**config.mk**
```make
export PLATFORM = sky130hd
export DESIGN_NAME = mul_share_ctrl
export DESIGN_NICKNAME = d
export VERILOG_FILES = /design/src/rtl/alu_pkg.sv /design/src/rtl/rr_arbiter.sv /design/src/rtl/mul_share_ctrl.sv
export SDC_FILE = /design/constraint.sdc
export NUM_CORES = 1
export LEC_CHECK = 0
export ABC_AREA = 1
export BUFFER_PORTS_ARGS = -buffer_cell sky130_fd_sc_hd__buf_2
export CAP_MARGIN = 10
export CORE_AREA = 2 2 82 84
export DETAILED_ROUTE_END_ITERATION = 10
export DIE_AREA = 0 0 84 86
export PLACE_DENSITY_LB_ADDON = 0.05
export SYNTH_ARGS = -nofsm -noshare
export SYNTH_HDL_FRONTEND = slang
export SYNTH_SLANG_ARGS = --single-unit
```
**constraint.sdc**
```tcl
create_clock -name clk -period 3 [get_ports clk]
set_clock_uncertainty 0.1 [all_clocks]
set_input_delay 0.45 -clock clk [delete_from_list [all_inputs] [get_ports clk]]
set_output_delay 0.45 -clock clk [all_outputs]
set_load 0.01 [all_outputs]
```
**src/rtl/alu_pkg.sv**
```systemverilog
`default_nettype none
// ============================================================================
//  Module      : alu_pkg
//  Description : Shared ALU types and helpers: default multiplier geometry,
//                the multiplier-share FSM state encoding and an id-width helper.
//  Revision    : 1.0 - initial release
// ============================================================================
package alu_pkg;

    localparam int unsigned WIDTH_DEF       = 8;
    localparam int unsigned MUL_LATENCY_DEF = 8;

    typedef enum logic [1:0] {
        ST_IDLE = 2'd0,
        ST_RUN  = 2'd1,
        ST_RESP = 2'd2
    } state_e;

    // Width of an index able to name n items; never narrower than one bit.
    function automatic int unsigned id_width(input int unsigned n);
        return (n <= 1) ? 1 : $clog2(n);
    endfunction

endpackage
`default_nettype wire

```
**src/rtl/rr_arbiter.sv**
```systemverilog
`default_nettype none
// ============================================================================
//  Module      : rr_arbiter
//  Description : Combinational round-robin picker. Searches upward from the
//                entry after ptr, wrapping, and returns the first request.
//  Revision    : 1.0 - initial release
// ============================================================================
module rr_arbiter
    import alu_pkg::*;
#(
    parameter int unsigned N_REQ = 4,
    localparam int unsigned ID_W = id_width(N_REQ)
) (
    input  logic [N_REQ-1:0] req,
    input  logic [ID_W-1:0]  ptr,
    output logic [N_REQ-1:0] grant,
    output logic [ID_W-1:0]  grant_id,
    output logic             grant_any
);

    logic [ID_W-1:0] idx;

    // First active request after ptr, wrapping modulo N_REQ.
    always_comb begin
        grant     = '0;
        grant_id  = '0;
        grant_any = 1'b0;
        idx       = '0;
        for (int off = 1; off <= int'(N_REQ); off++) begin
            idx = ID_W'((int'(ptr) + off) % int'(N_REQ));
            if (!grant_any && req[idx]) begin
                grant_any  = 1'b1;
                grant_id   = idx;
                grant[idx] = 1'b1;
            end
        end
    end

endmodule
`default_nettype wire

```
**src/rtl/mul_share_ctrl.sv**
```systemverilog
`default_nettype none
// ============================================================================
//  Module      : mul_share_ctrl
//  Description : Shares one fixed-latency multiplier among N_REQ requesters.
//                Round-robin grant in IDLE, operands held for MUL_LATENCY
//                cycles in RUN, tagged product held in RESP until taken.
//  Revision    : 1.0 - initial release
// ============================================================================
module mul_share_ctrl
    import alu_pkg::*;
#(
    parameter int unsigned N_REQ       = 4,
    parameter int unsigned WIDTH       = WIDTH_DEF,
    parameter int unsigned MUL_LATENCY = MUL_LATENCY_DEF,
    localparam int unsigned ID_W       = id_width(N_REQ)
) (
    input  logic                     clk,
    input  logic                     reset,
    input  logic [N_REQ-1:0]         req_valid,
    output logic [N_REQ-1:0]         req_ready,
    input  logic [N_REQ*WIDTH-1:0]   req_a,
    input  logic [N_REQ*WIDTH-1:0]   req_b,
    output logic                     resp_valid,
    input  logic                     resp_ready,
    output logic [ID_W-1:0]          resp_id,
    output logic [2*WIDTH-1:0]       resp_product,
    output logic [WIDTH-1:0]         mul_a,
    output logic [WIDTH-1:0]         mul_b,
    input  logic [2*WIDTH-1:0]       mul_product,
    output logic                     busy
);

    localparam int unsigned CNT_W = $clog2(MUL_LATENCY + 1);

    state_e              state_q, state_d;
    logic [ID_W-1:0]     rr_ptr_q, rr_ptr_d;
    logic [CNT_W-1:0]    cnt_q, cnt_d;
    logic [WIDTH-1:0]    mul_a_q, mul_a_d;
    logic [WIDTH-1:0]    mul_b_q, mul_b_d;
    logic                resp_valid_q, resp_valid_d;
    logic [ID_W-1:0]     resp_id_q, resp_id_d;
    logic [2*WIDTH-1:0]  resp_product_q, resp_product_d;

    logic [WIDTH-1:0]    a_arr [N_REQ];
    logic [WIDTH-1:0]    b_arr [N_REQ];
    logic [N_REQ-1:0]    gnt_onehot;
    logic [ID_W-1:0]     gnt_id;
    logic                gnt_any;

    genvar gi;
    generate
        for (gi = 0; gi < int'(N_REQ); gi++) begin : g_unpack
            assign a_arr[gi] = req_a[gi*WIDTH +: WIDTH];
            assign b_arr[gi] = req_b[gi*WIDTH +: WIDTH];
        end
    endgenerate

    rr_arbiter #(
        .N_REQ     (N_REQ)
    ) u_rr_arbiter (
        .req       (req_valid),
        .ptr       (rr_ptr_q),
        .grant     (gnt_onehot),
        .grant_id  (gnt_id),
        .grant_any (gnt_any)
    );

    // Next-state, grant and capture logic; everything holds unless a state acts.
    always_comb begin
        state_d        = state_q;
        rr_ptr_d       = rr_ptr_q;
        cnt_d          = cnt_q;
        mul_a_d        = mul_a_q;
        mul_b_d        = mul_b_q;
        resp_valid_d   = resp_valid_q;
        resp_id_d      = resp_id_q;
        resp_product_d = resp_product_q;
        req_ready      = '0;
        case (state_q)
            ST_IDLE: begin
                // The grant only targets a valid requester, so ready implies handshake.
                if (gnt_any) begin
                    req_ready = gnt_onehot;
                    mul_a_d   = a_arr[gnt_id];
                    mul_b_d   = b_arr[gnt_id];
                    resp_id_d = gnt_id;
                    rr_ptr_d  = gnt_id;
                    cnt_d     = CNT_W'(MUL_LATENCY);
                    state_d   = ST_RUN;
                end
            end
            ST_RUN: begin
                cnt_d = cnt_q - CNT_W'(1);
                if (cnt_q == CNT_W'(1)) begin
                    resp_product_d = mul_product;
                    resp_valid_d   = 1'b1;
                    state_d        = ST_RESP;
                end
            end
            ST_RESP: begin
                if (resp_ready) begin
                    resp_valid_d = 1'b0;
                    state_d      = ST_IDLE;
                end
            end
            default: begin
                state_d = ST_IDLE;
            end
        endcase
    end

    // State and output registers with synchronous reset.
    always_ff @(posedge clk) begin
        if (reset) begin
            state_q        <= ST_IDLE;
            rr_ptr_q       <= ID_W'(N_REQ - 1);
            cnt_q          <= '0;
            mul_a_q        <= '0;
            mul_b_q        <= '0;
            resp_valid_q   <= 1'b0;
            resp_id_q      <= '0;
            resp_product_q <= '0;
        end else begin
            state_q        <= state_d;
            rr_ptr_q       <= rr_ptr_d;
            cnt_q          <= cnt_d;
            mul_a_q        <= mul_a_d;
            mul_b_q        <= mul_b_d;
            resp_valid_q   <= resp_valid_d;
            resp_id_q      <= resp_id_d;
            resp_product_q <= resp_product_d;
        end
    end

    assign mul_a        = mul_a_q;
    assign mul_b        = mul_b_q;
    assign resp_valid   = resp_valid_q;
    assign resp_id      = resp_id_q;
    assign resp_product = resp_product_q;
    assign busy         = (state_q != ST_IDLE);

endmodule
`default_nettype wire

```
---- Word-level counts from Yosys, hierarchy flattened ----
Index checks and enable logic that the tools add are counted.
word-level totals
  flip-flop bits (word level) ............. 43
  bits of input ports ..................... 87
  output and inout bits ................... 40
  word-level logic and storage cells ...... 96
operators by class
  $add $sub $neg .......................... 5
  magnitude comparators ................... 9
  equal/unequal tests ..................... 6
  multiplexer cells ....................... 45
  bitwise logic cells ..................... 4
  reduce and logical (&&, ||, !) cells .... 19
operator list
  operator             number
  $bmux 8 s2           2
  $mux 8               4
  $mux 4               7
  $mux 1               14
  $mux 2               7
  $lt 2x3->1 const B   4
  $or 4x4->4           3
  $bmux 1 s2           4
  $demux 1 s2          4
  $ge 2x1->1 const B   4
  $pmux 4 s2           1
  $logic_and 1x1->1    7
  $ne 2x2->1 const B   3
  $pmux 2 s3           1
  $reduce_and 2->1     3
  $reduce_and 3->1     2
  $reduce_bool 2->1    3
  $add 2x1->2 const B  2
  $add 2x2->2 const B  2
  $eq 4x1->1 const B   1
  $sub 4x1->4 const B  1
  $ge 3x3->1 const B   1
  $logic_not 1->1      3
  $not 2->3            1
  4 further kinds      4

---- Longest topological paths before layout ----
Gate-level depths: netlist of run 1.
  word-level depth ........................ 17
  depth in mapped cells ................... 16
  mapped depth without buffers ............ 14

---- Hierarchy ----
Synthesis of run 1 repeated with hierarchy kept, for this count alone.
second synthesis, totals
  cells, all modules ...................... 459
  area total of the unflattened synthesis .. 2821.5 um2
modules (own cells, without submodules)
  module          instances  cells each  area an instance (um2)  seq. area each (um2)
  mul_share_ctrl  1          385         2363.5                  860.8
  rr_arbiter      1          74          457.9                   0.0

---- Worst setup path after synthesis of run 1 ----
No wires, ideal clock.
  kind .................................... reg-to-output
  start ................................... reg rr_ptr_q[0]
  end ..................................... out req_ready[0]
  arrival time ............................ 1.983 ns
  required time ........................... 2.450 ns
  slack ................................... 0.467 ns
  cell stages (with the launch flop) ...... 12
  buffers on the path ..................... 1
  path through ............................ dfxtp_1 -> inv_2 -> buf_6 -> ha_1 -> inv_1 -> nand3_1 -> nand2_1 -> nand3_2 -> or2_2 -> o21ai_0 -> nand2_1 -> inv_1
between the ends
  cells in the longest elaborated chain, start to end .. 15
  elaborated cells between the ends (all ways) .. 51
  classes of those cells .................. add/sub: 4; order compare: 8; mux: 26; bitwise: 3; reduce/logical: 10
RTL lines
  what                                                 RTL line               text
  start, declared                                      mul_share_ctrl.sv:36   logic [ID_W-1:0] rr_ptr_q, rr_ptr_d;
  start signal, assigned                               mul_share_ctrl.sv:116  rr_ptr_q <= ID_W'(N_REQ - 1);
  start signal, assigned                               mul_share_ctrl.sv:125  rr_ptr_q <= rr_ptr_d;
  branches (longest 13 deep; another with $lt 2x3->1)  n/a
  $mux 4 (*)                                           mul_share_ctrl.sv:82   if (gnt_any) begin
  $mux 4 (*)                                           mul_share_ctrl.sv:79   case (state_q)
  end, declared                                        mul_share_ctrl.sv:20   output logic [N_REQ-1:0] req_ready,
Every way passes the cells marked *. The select of a mux whose other input is x is not followed.

---- Final worst setup path of run 1 ----
  start ................................... reg rr_ptr_q[1]
  end ..................................... out req_ready[2]
Same word-level chain as after synthesis.

==> flow_summary.rst, run 1 <==
.. list-table::
   :header-rows: 1

   * - Metric
     - Value
   * - Result of the run
     - finished clean
   * - Number of buffers inserted during clock tree synthesis
     - 5
   * - Clock period minus final worst setup slack
     - 2.82 ns
   * - Synthesized netlist net count
     - 563
   * - Setup crit start kind
     - register
   * - Hold crit path type
     - in2reg
   * - # Post-CTS Setup Buffers
     - 0
   * - Clock latency on the worst-skew pair
     - 0.29 ns
   * - Number of sinks on the clock net
     - 43
   * - Worst-case setup slack after placement
     - around 0.3 ns
   * - Max_cap viols
     - 0
   * - Number of instances in the synthesized netlist
     - around 470
   * - Core Box Area
     - 6280 um^2
   * - Placer congestion estimate
     - between 0.9 and 1
   * - Die outline width
     - between 80 and 90 um
   * - Post-Synthesis Cell Area
     - 2930 um^2
   * - Overall die height
     - between 80 and 90 um
   * - Setup slack of the worst register-to-register path
     - 0.63 ns
   * - List of cells traversed by the critical path
     - inv_1 > ha_1 > inv_2 > nand2_2 > nand2_4 > clkinv_4 > nand3_2 > or2_2 > o21ai_0 > nand2_1 > inv_1 > buf_2
   * - Count of flip-flops with a built-in enable after synthesis
     - 0
   * - Total of endpoints with negative setup slack in the final report
     - 0
   * - Clock root buffer
     - clkbuf_8
   * - Total wire length
     - around 7.6 mm
   * - Maximum root-to-sink buffer count
     - 2
   * - Timing-limited maximum frequency
     - 354 MHz
   * - RR Startpoint
     - rr_ptr_q[1]
   * - Pin count of the biggest net entering global routing
     - 25
   * - Clock transition at the register clock pins on the worst setup and hold paths after CTS
     - approximately 0.080 ns
   * - Maximum VDD drop
     - 0.721 mV
   * - Worst max-slew margin expressed relative to the limit
     - ~65%
   * - Routed vias/inst
     - 4.77
   * - Capturing element type of the critical path
     - output port
   * - Final nets
     - 689
   * - Total power divided by cell area
     - roughly 1100 nW/um^2
   * - Share of the synthesized area in the top cell type
     - 29.4%
   * - Termination of the worst setup path
     - req_ready[2]
   * - Cell type with the highest occurrence count on the critical path
     - inv_1
   * - Most area-hungry cell type in the Yosys netlist
     - dfxtp_1
   * - Depth of the most critical reg-to-reg path
     - 14
   * - DRT iter0 DRCs
     - 103
   * - Required time worst endpoint
     - 2.45 ns
   * - Count of endpoints failing hold in the final timing report
     - 0
   * - Number of top-level pins
     - 127
   * - Register bit total from synthesis
     - between 40 and 50
   * - Detailed-route via count
     - 3,194
   * - Share of the clock period used by the worst path after layout
     - 94.1%
   * - Diodes inserted
     - 0
   * - Drt first pass iters
     - 4
   * - Number of pins exceeding their max-slew limit in the final report
     - 0
   * - Synthesis-to-finish area growth
     - 26.5%
   * - Worst path arrival time
     - 2.27 ns
   * - Leading cell type in the layout, fill and taps excluded
     - buf_2
   * - Commonest non-fill, non-tap cells in the layout
     - buf_2, nand2_1, nor2_1
   * - Reported leakage power
     - 0.00215 uW
   * - Worst path slowest cell
     - dfxtp_4
   * - Setup TNS after final layout
     - 0 ns
   * - Residual DRC count
     - 0
   * - Fraction of layout instances using a drive strength above 1
     - 29.3%
   * - Top flip-flop cell by instance count after synthesis
     - dfxtp_1
   * - Crit path max fanout
     - 8
   * - Post-synthesis async set-or-reset flop share
     - 0%
   * - Number of H-tree levels
     - 2
   * - Cell variety after synth
     - 34
   * - Routed Antenna Nets
     - 0
   * - Number of fillers in the final layout
     - 652
   * - Setup repair after global routing missed its margin
     - no
   * - Final WS setup
     - 0.178 ns
   * - Worst hold start
     - mul_product[11]
   * - Number of synthesis warnings
     - 0
   * - Initial antenna violation count
     - 0
   * - CP startpoint
     - rr_ptr_q[1]
   * - Actual transition at the worst max-transition pin
     - 0.522 ns
   * - Number of standard-cell rows in the floorplan
     - 29
   * - Port Buffers
     - between 100 and 150
   * - Number of global-route vias before repair
     - 2,887
   * - All-Layer GR Usage
     - 20.7%
   * - Full die area
     - 7220 um^2
   * - WL per Instance
     - ~11 um
   * - Sequential-to-total area share from yosys stat
     - 29.4%
   * - Starting density of the core
     - 46.7%
   * - RR Endpoint
     - mul_b[4]
   * - Crit Path Class
     - reg2out
   * - TritonCTS clock tree
     - yes
   * - Syn Area/Cell
     - between 6 and 7 um^2
   * - HPWL after detailed placement
     - 5.77 mm
   * - Largest cells by area after synthesis
     - dfxtp_1, nand2_1, nor2_1
   * - Total gr overflow
     - 0
   * - Global-route wire length before repair
     - 12.6 mm
   * - Largest stage delay, worst path
     - 0.39 ns
==> critical path, delay by kind of cell, from the launching register on <==
family                     cells  cell delay [ns]
AOI/OAI and AO/OA              1             0.15
adders and majority gates      1             0.38
DFF                            1             0.39
and+or+nand+nor                5             0.68
buffers and inverters          5             0.37
==> worst min path at each step <==
stage / cells after the start / slack (ns) / endpoint
6_report: 3 / 0.30 / resp_product[11]
5_1_grt: 3 / 0.31 / resp_product[3]
4_1_cts: 3 / 0.30 / resp_product[11]
3_5_place_dp: 2 / 0.36 / resp_id[1]
3_3_place_gp: 2 / 0.35 / resp_valid
2_1_floorplan: 2 / 0.35 / cnt_q[1]
==> final cells by class <==
type | count | area, um^2 | share of cell area, %
multi-input combinational | 327 | 1650 | 44.6
sequential | 43 | 865 | 23.3
timing repair buffer | 136 | 706 | 19.0
inverter | 79 | 304 | 8.20
tap | 77 | 96.3 | 2.60
clock buffer | 7 | 76.3 | 2.06
clock inverter | 1 | 5.00 | 0.135
==> synth_stat cells, types with 3 or more instances <==
cell      instances
a21oi_1          12
buf_4             7
buf_6             3
clkbuf_1          6
dfxtp_1          43
ha_1             10
inv_1            76
nand2_1          97
nand2_2           5
nand2_4           3
nand3_1          60
nand3_2           3
nor2_1           86
nor3b_2           8
o211ai_1          3
o21ai_0          22
o22ai_1           3
==> per-layer routing <==
metal | vias up | track usage (%) | share of wire (%)
met5 | - | 0 | 0
met4 | 0 | 5.13 | 1.2
met3 | 8 | 3.27 | 4.9
met2 | 76 | 36.9 | 49
met1 | 1413 | 26.3 | 45
li1 | 1697 | - | -
==> metrics by stage <==
step	utilization (%)	cell area (um^2)	power (uW)	cells	hold slack, ns
finish	59.0	3710	4010	670	0.304
global route	59.0	3710	4440	670	0.311
CTS	59.0	3700	4030	670	0.301
detailed placement	57.6	3620	3670	662	0.356
global placement	57.6	3620	3620	662	0.351
floorplan	-	2930	3020	466	0.352
==> where the power goes <==
group	total [uW]	internal, uW	switching [uW]
sequential	831	738	93.5
clock	355	164	191
combinational	2820	1030	1790
==> repair_timing <==
item                                    4_1_cts  5_1_grt
gates resized for setup                       1        5
endpoints found under the setup margin        3        4
cloned                                        0        0
hold buffers                                  0        0
==> flip-flops by register name, indices dropped and copies added, names as in the netlist <==
signal / count
mul_b: 8
resp_id: 2
mul_a: 8
cnt_q: 4
resp_valid: 1
resp_product: 16
state_q: 2
rr_ptr_q: 2
==> kinds of logic (layout without fill, tap and decap cells) <==
group                    Yosys count  after routing  share of synthesized area (%)
AO/OA/AOI/OAI                     45             45                           8.75
XOR/XNOR                           2              2                          0.598
flip-flops                        43             43                           29.4
buffers and inverters             96            223                           14.3
AND/OR/NAND/NOR                  270            270                           42.7
adder cells (fa/ha/maj)           10             10                           4.27
(Power assumes the default switching activity.)
==> inputs of run 2 (changes only) <==
CORE_AREA = 2 2 59 116   (was 2 2 82 84)
DIE_AREA = 0 0 61 118   (was 0 0 84 86)
==> flow_summary.rst, run 2 (same netlist as run 1, synthesis figures left out) <==
.. list-table::
   :header-rows: 1

   * - Metric
     - Value
   * - Number of global-route vias before repair
     - 2,920 (+1.1%)
   * - Diodes inserted
     - 0 (unchanged)
   * - Placed Cells incl. Taps
     - 669 (+1.1%)
   * - Max reg flops
     - 16 (unchanged)
   * - Routed vias/inst
     - 4.76 (-0.20%)
   * - Post-CTS Hold Fix Bufs
     - 0 (unchanged)
   * - Cell type with the highest occurrence count on the critical path
     - inv_1
   * - Overall die height
     - 118 um (+37%)
   * - Maximum root-to-sink buffer count
     - 2 (unchanged)
   * - List of cells traversed by the critical path
     - inv_1 > ha_1 > inv_1 > nand3_1 > nand2_2 > nand3_2 > or2_2 > o21ai_0 > nand2_1 > inv_1 > buf_2
   * - Number of buffers inserted during clock tree synthesis
     - 5 (unchanged)
   * - Residual DRC count
     - 0 (unchanged)
   * - Worst path slowest cell
     - dfxtp_4
   * - Timing-limited maximum frequency
     - 349 MHz (-1.4%)
   * - Post-route cell area
     - 3760 um^2 (+1.5%)
   * - Required time worst endpoint
     - 2.45 ns (about the same)
   * - Clock latency on the worst-skew pair
     - 0.28 ns (about the same)
   * - Result of the run
     - finished clean
   * - Largest stage delay, worst path
     - 0.39 ns (about the same)
   * - Number of standard-cell rows in the floorplan
     - 41 (+41%)
   * - TritonCTS clock tree
     - yes
   * - Total power divided by cell area
     - 1090 nW/um^2 (+1.1%)
   * - Clock transition at the register clock pins on the worst setup and hold paths after CTS
     - 0.06 ns (-0.02 ns)
   * - Total of endpoints with negative setup slack in the final report
     - 0 (unchanged)
   * - Reported leakage power
     - 0.00217 uW (+0.76%)
   * - Capturing element type of the critical path
     - output port
   * - Total wire length
     - 7.74 mm (+1.5%)
   * - Clock period minus final worst setup slack
     - 2.86 ns (+0.0408 ns)
   * - Total gr overflow
     - 0 (unchanged)
   * - Final WS setup
     - 0.137 ns (-0.0408 ns)
   * - Setup repair after global routing missed its margin
     - yes
   * - Worst max-slew margin expressed relative to the limit
     - 60.5% (-4.6 points)
   * - Number of top-level pins
     - 127 (unchanged)
   * - Maximum VDD drop
     - 0.729 mV (+1.2%)
   * - Port Buffers
     - 126 (unchanged)
   * - Fraction of layout instances using a drive strength above 1
     - 29.1% (-0.24 points)
   * - Dpl cell area
     - 3610 um^2 (-0.10%)
   * - Number of H-tree levels
     - 2 (unchanged)
   * - Initial antenna violation count
     - 0 (unchanged)
   * - Hold WS
     - 0.316 ns (+0.0120 ns)
   * - Max_cap viols
     - 0 (unchanged)
   * - Number of sinks on the clock net
     - 43 (unchanged)
   * - Final nets
     - 687 (-0.29%)
   * - Leading cell type in the layout, fill and taps excluded
     - buf_2
   * - Full die area
     - 7200 um^2 (-0.36%)
   * - Worst-case setup slack after placement
     - 0.271 ns (-0.0315 ns)
   * - Crit path buf inv count
     - 4 (-1)
   * - HPWL after detailed placement
     - 6.06 mm (+5.0%)
   * - Delay-heaviest family, CP
     - simple AND/OR/NAND/NOR gates
   * - Die outline width
     - 61 um (-27%)
   * - WL per Instance
     - 11.4 um (+0.43%)
   * - Actual transition at the worst max-transition pin
     - 0.592 ns (+0.0691 ns)
   * - Count of endpoints failing hold in the final timing report
     - 0 (unchanged)
   * - Pin count of the biggest net entering global routing
     - 25 (unchanged)
   * - Drt first pass iters
     - 4 (unchanged)
   * - Routed Antenna Nets
     - 0 (unchanged)
   * - Final Instance Count excl. Fillers
     - 677 (+1.0%)
   * - Hold crit path type
     - in2reg
   * - Clock root buffer
     - clkbuf_16
   * - Synthesis-to-finish area growth
     - 28.4%
   * - Crit path max fanout
     - 8 (unchanged)
   * - Core Box Area
     - 6310 um^2 (+0.52%)
   * - Number of pins exceeding their max-slew limit in the final report
     - 0 (unchanged)
   * - All-Layer GR Usage
     - 21.5% (+0.78 points)
   * - DRT iter0 DRCs
     - 106 (+2.9%)
   * - Setup crit start kind
     - register
   * - Worst path arrival time
     - 2.31 ns (+0.04 ns)
   * - Placer congestion estimate
     - 0.868 (-7.6%)
   * - Share of the clock period used by the worst path after layout
     - 95.4% (+1.4 points)
   * - Global-route wire length before repair
     - 12.2 mm (-3.4%)
   * - Commonest non-fill, non-tap cells in the layout
     - buf_2, nand2_1, nor2_1
   * - Starting density of the core
     - 46.4% (-0.24 points)
   * - Detailed-route via count
     - 3,221 (+0.85%)
   * - Setup TNS after final layout
     - 0 ns (unchanged)
   * - Crit Path Class
     - reg2out
-- run 2: changes by cell type in the layout (fill, tap and decap cells not counted) --
cell	before	now
inv_1	75	76
buf_4	10	8
o21ai_1	3	1
o21ai_0	20	22
clkbuf_16	0	5
clkbuf_1	2	1
inv_2	2	1
clkinvlp_4	0	1
clkbuf_8	5	0
-- run 2: tightest hold or removal path, cell delays in order --
cell and delay [ns]:
buf_2 0.07, o21ai_0 0.07, nor2_1 0.08
-- run 2: per-layer routing --
metal / vias to the layer above / GRT usage (%) / wire, um
met5: - / 0 / 0
li1: 1685 / - / -
met3: 24 / 3.41 / 412
met2: 96 / 40.8 / 4190
met4: 0 / 10.5 / 244
met1: 1416 / 20.5 / 2890
-- run 2: timing repair --
| action | in CTS | in global routing |
|---|---|---|
| resized for setup | 1 | 2 |
| setup buffers | 0 | 0 |
| setup endpoints to repair | 4 | 4 |
| pin swaps | 0 | 0 |
-- run 2: per-stage QoR --
stage | utilization (%) | power, uW
floorplan | - | 3020
global placement | 57.3 | 3570
detailed placement | 57.3 | 3610
CTS | 59.5 | 4160
global route | 59.6 | 4530
finish | 59.6 | 4110
-- run 2: worst paths after layout --
| kind | start | to | slack, ns | cells after the start |
|---|---|---|---|---|
| min | mul_product[4] | resp_product[4] | 0.32 | 3 |
| min reg2reg | resp_valid | resp_valid | 0.36 | 2 |
| max | rr_ptr_q[1] | req_ready[2] | 0.14 | 11 |
| max reg2reg | rr_ptr_q[1] | mul_b[0] | 0.67 | 10 |
-- run 2: cell type report --
cell class / count / area (um^2)
fillers: 692 / 2550
repair buffers: 134 / 691
inverters: 79 / 304
clock inverters: 2 / 12.5
well taps: 86 / 108
flip-flops and latches: 43 / 865
multi-input cells: 327 / 1650
clock buffers: 6 / 129
-- run 2: power breakdown --
part	internal (uW)	total [uW]	switching (uW)
clock	307	523	216
combinational	986	2750	1770
sequential	739	836	97.0
==> inputs of run 3 (changes only) <==
CORE_AREA = 2 2 58 114   (was 2 2 59 116)
DIE_AREA = 0 0 60 116   (was 0 0 61 118)
SYNTH_HIERARCHICAL = 1   (was default)
==> flow_summary.rst, run 3 <==
.. list-table::
   :header-rows: 1

   * - Metric
     - Value
   * - Result of the run
     - finished clean
   * - Share of the clock period used by the worst path after layout
     - 92.3% (-3.2 points)
   * - WL per Instance
     - 11.4 um (-0.44%)
   * - Number of top-level pins
     - 127 (unchanged)
   * - Largest cells by area after synthesis
     - dfxtp_1, nand2_1, nand3_1
   * - Max_cap viols
     - 0 (unchanged)
   * - Number of buffers inserted during clock tree synthesis
     - 5 (unchanged)
   * - Commonest non-fill, non-tap cells in the layout
     - nand2_1, buf_2, nand3_1
   * - Post-Synthesis Cell Area
     - 2820 um^2 (-3.7%)
   * - Number of sinks on the clock net
     - 43 (unchanged)
   * - Actual transition at the worst max-transition pin
     - 0.685 ns (+0.0932 ns)
   * - Max reg flops
     - 16 (unchanged)
   * - Clock transition at the register clock pins on the worst setup and hold paths after CTS
     - 0.06 ns (about the same)
   * - Total of endpoints with negative setup slack in the final report
     - 0 (unchanged)
   * - Core Util, Final
     - 60.2% (+0.54 points)
   * - Share of the synthesized area in the top cell type
     - 30.5% (+1.1 points)
   * - Hold crit path type
     - in2reg
   * - Worst path arrival time
     - 2.22 ns (-0.09 ns)
   * - Count of flip-flops with a built-in enable after synthesis
     - 0 (unchanged)
   * - TritonCTS clock tree
     - yes
   * - Diodes inserted
     - 0 (unchanged)
   * - Pin count of the biggest net entering global routing
     - 33 (+32%)
   * - Cell variety after synth
     - 27 (-21%)
   * - Clock root buffer
     - clkbuf_16
   * - Crit path max fanout
     - 9 (+1)
   * - Maximum VDD drop
     - 0.911 mV (+25%)
   * - Reported leakage power
     - 0.00205 uW (-5.3%)
   * - HPWL after detailed placement
     - 5.77 mm (-4.7%)
   * - Top flip-flop cell by instance count after synthesis
     - dfxtp_1
   * - Most frequent cells after synthesis
     - nand2_1, nand3_1, inv_1, nor2_1, dfxtp_1
   * - Routed Antenna Nets
     - 0 (unchanged)
   * - Capturing element type of the critical path
     - output port
   * - Starting density of the core
     - 46.6% (+0.15 points)
   * - Fraction of layout instances using a drive strength above 1
     - 28.5% (-0.58 points)
   * - Placer congestion estimate
     - 0.865 (-0.24%)
   * - Worst path slowest cell
     - dfxtp_2
   * - Clock period minus final worst setup slack
     - 2.77 ns (-0.0950 ns)
   * - Total wire length
     - 7.50 mm (-3.1%)
   * - Detailed-route via count
     - 3,198 (-0.71%)
   * - Worst max-slew margin expressed relative to the limit
     - 54.4% (-6.2 points)
   * - Count of endpoints failing hold in the final timing report
     - 0 (unchanged)
   * - Number of standard-cell rows in the floorplan
     - 40 (-2.4%)
   * - Residual DRC count
     - 0 (unchanged)
   * - Synthesis-to-finish area growth
     - 29.1%
   * - Setup TNS after final layout
     - 0 ns (unchanged)
   * - Hold WS
     - 0.332 ns (+0.0157 ns)
   * - Overall die height
     - 116 um (-1.7%)
   * - List of cells traversed by the critical path
     - inv_1 > ha_1 > inv_1 > nand2_2 > nand2_2 > nor2_2 > a21oi_1 > nand3_1 > nand2_1 > nor2_1 > buf_2
   * - Required time worst endpoint
     - 2.45 ns (about the same)
   * - Maximum root-to-sink buffer count
     - 2 (unchanged)
   * - Sequential-to-total area share from yosys stat
     - 30.5% (+1.1 points)
   * - Final Instance Count excl. Fillers
     - 659 (-2.7%)
   * - Most instantiated library cell after synthesis
     - nand2_1
   * - Register bit total from synthesis
     - 43 (unchanged)
   * - Post-synthesis async set-or-reset flop share
     - 0% (unchanged)
   * - Total gr overflow
     - 0 (unchanged)
   * - Number of instances in the synthesized netlist
     - 459 (-1.5%)
   * - Setup crit start kind
     - register
   * - Number of H-tree levels
     - 2 (unchanged)
   * - Port Buffers
     - 126 (unchanged)
   * - Post-CTS Hold Fix Bufs
     - 0 (unchanged)
   * - Number of global-route vias before repair
     - 2,883 (-1.3%)
   * - Timing-limited maximum frequency
     - 361 MHz (+3.4%)
   * - Synthesized netlist net count
     - 556 (-1.2%)
   * - All-Layer GR Usage
     - 22.3% (+0.76 points)
   * - Setup repair after global routing missed its margin
     - no
   * - Total power divided by cell area
     - 1050 nW/um^2 (-4.0%)
   * - Routed vias/inst
     - 4.85 (+2.0%)
   * - Number of fillers in the final layout
     - 647 (-6.5%)
   * - Full die area
     - 6960 um^2 (-3.3%)
   * - Core Box Area
     - 6060 um^2 (-4.0%)
   * - Drt first pass iters
     - 4 (unchanged)
   * - Clock latency on the worst-skew pair
     - 0.29 ns (about the same)
   * - Number of pins exceeding their max-slew limit in the final report
     - 0 (unchanged)
   * - Final nets
     - 671 (-2.3%)
   * - Global-route wire length before repair
     - 12.2 mm (-0.11%)
   * - Placed Cells incl. Taps
     - 651 (-2.7%)
   * - Largest stage delay, worst path
     - 0.41 ns (+0.02 ns)
   * - Number of synthesis warnings
     - 6 (+6)
   * - Crit Path Class
     - reg2out
   * - Initial antenna violation count
     - 0 (unchanged)
   * - Most area-hungry cell type in the Yosys netlist
     - dfxtp_1
   * - DRT iter0 DRCs
     - 156 (+47%)
   * - Leading cell type in the layout, fill and taps excluded
     - nand2_1
   * - Die outline width
     - 60 um (-1.6%)
   * - Syn Area/Cell
     - 6.15 um^2 (-2.2%)
run 3: metrics by stage:
step	setup WS, ns	power, uW	instance area [um^2]
6_report	0.232	3820	3640
5_1_grt	0.0762	4230	3640
4_1_cts	0.130	3850	3640
3_5_place_dp	0.325	3210	3470
3_3_place_gp	0.439	3170	3470
2_1_floorplan	0.709	2670	2820
run 3: final timing paths:
check,startpoint,endpoint,slack (ns),cells past startpoint
setup / recovery,rr_ptr_q[1],req_ready[3],0.23,11
hold / removal,reset,state_q[0],0.33,2
setup reg to reg,rr_ptr_q[1],mul_b[6],0.39,13
hold reg to reg,resp_product[10],resp_product[10],0.38,2
run 3: cells by family after synthesis:
family / synth area share (%)
AND/OR/NAND/NOR: 47.1
AO/OA/AOI/OAI: 6.83
flip-flops: 30.5
buffers and inverters: 11.2
adder cells (fa/ha/maj): 4.43
run 3: area by class of cell:
cell class | count | area, um^2 | share of cell area (%)
Clock inverter | 3 | 43.8 | 1.20
Multi-Input combinational cell | 342 | 1650 | 45.2
Sequential cell | 43 | 862 | 23.7
Timing Repair Buffer | 131 | 668 | 18.3
Inverter | 51 | 194 | 5.32
Clock buffer | 5 | 125 | 3.43
Tap cell | 84 | 105 | 2.88
run 3: layer usage:
metal | GRT usage, % | share of wire [%] | vias to the layer above
met5 | 0 | 0 | -
met4 | 8.89 | 2.5 | 0
met3 | 4.13 | 5.5 | 16
met2 | 42.1 | 54 | 121
met1 | 22.7 | 38 | 1382
li1 | - | - | 1679
run 3: power by group:
group	switching, uW	total (uW)	internal [uW]
registers	92.9	818	725
clock network	229	621	393
logic	1570	2380	810
total	1900	3820	1930
run 3: worst max-delay path: cells and delay by family (launching register included):
kind / cells / cell delay, ns
adder cells (fa/ha/maj): 1 / 0.36
AND/OR/NAND/NOR: 6 / 0.65
AO/OA/AOI/OAI: 1 / 0.13
buffers and inverters: 3 / 0.38
flip-flops: 1 / 0.41
run 3: timing repair:
action	4_1_cts	5_1_grt
buffers inserted	0	0
resized for setup	0	1
endpoints found under the setup margin	0	6
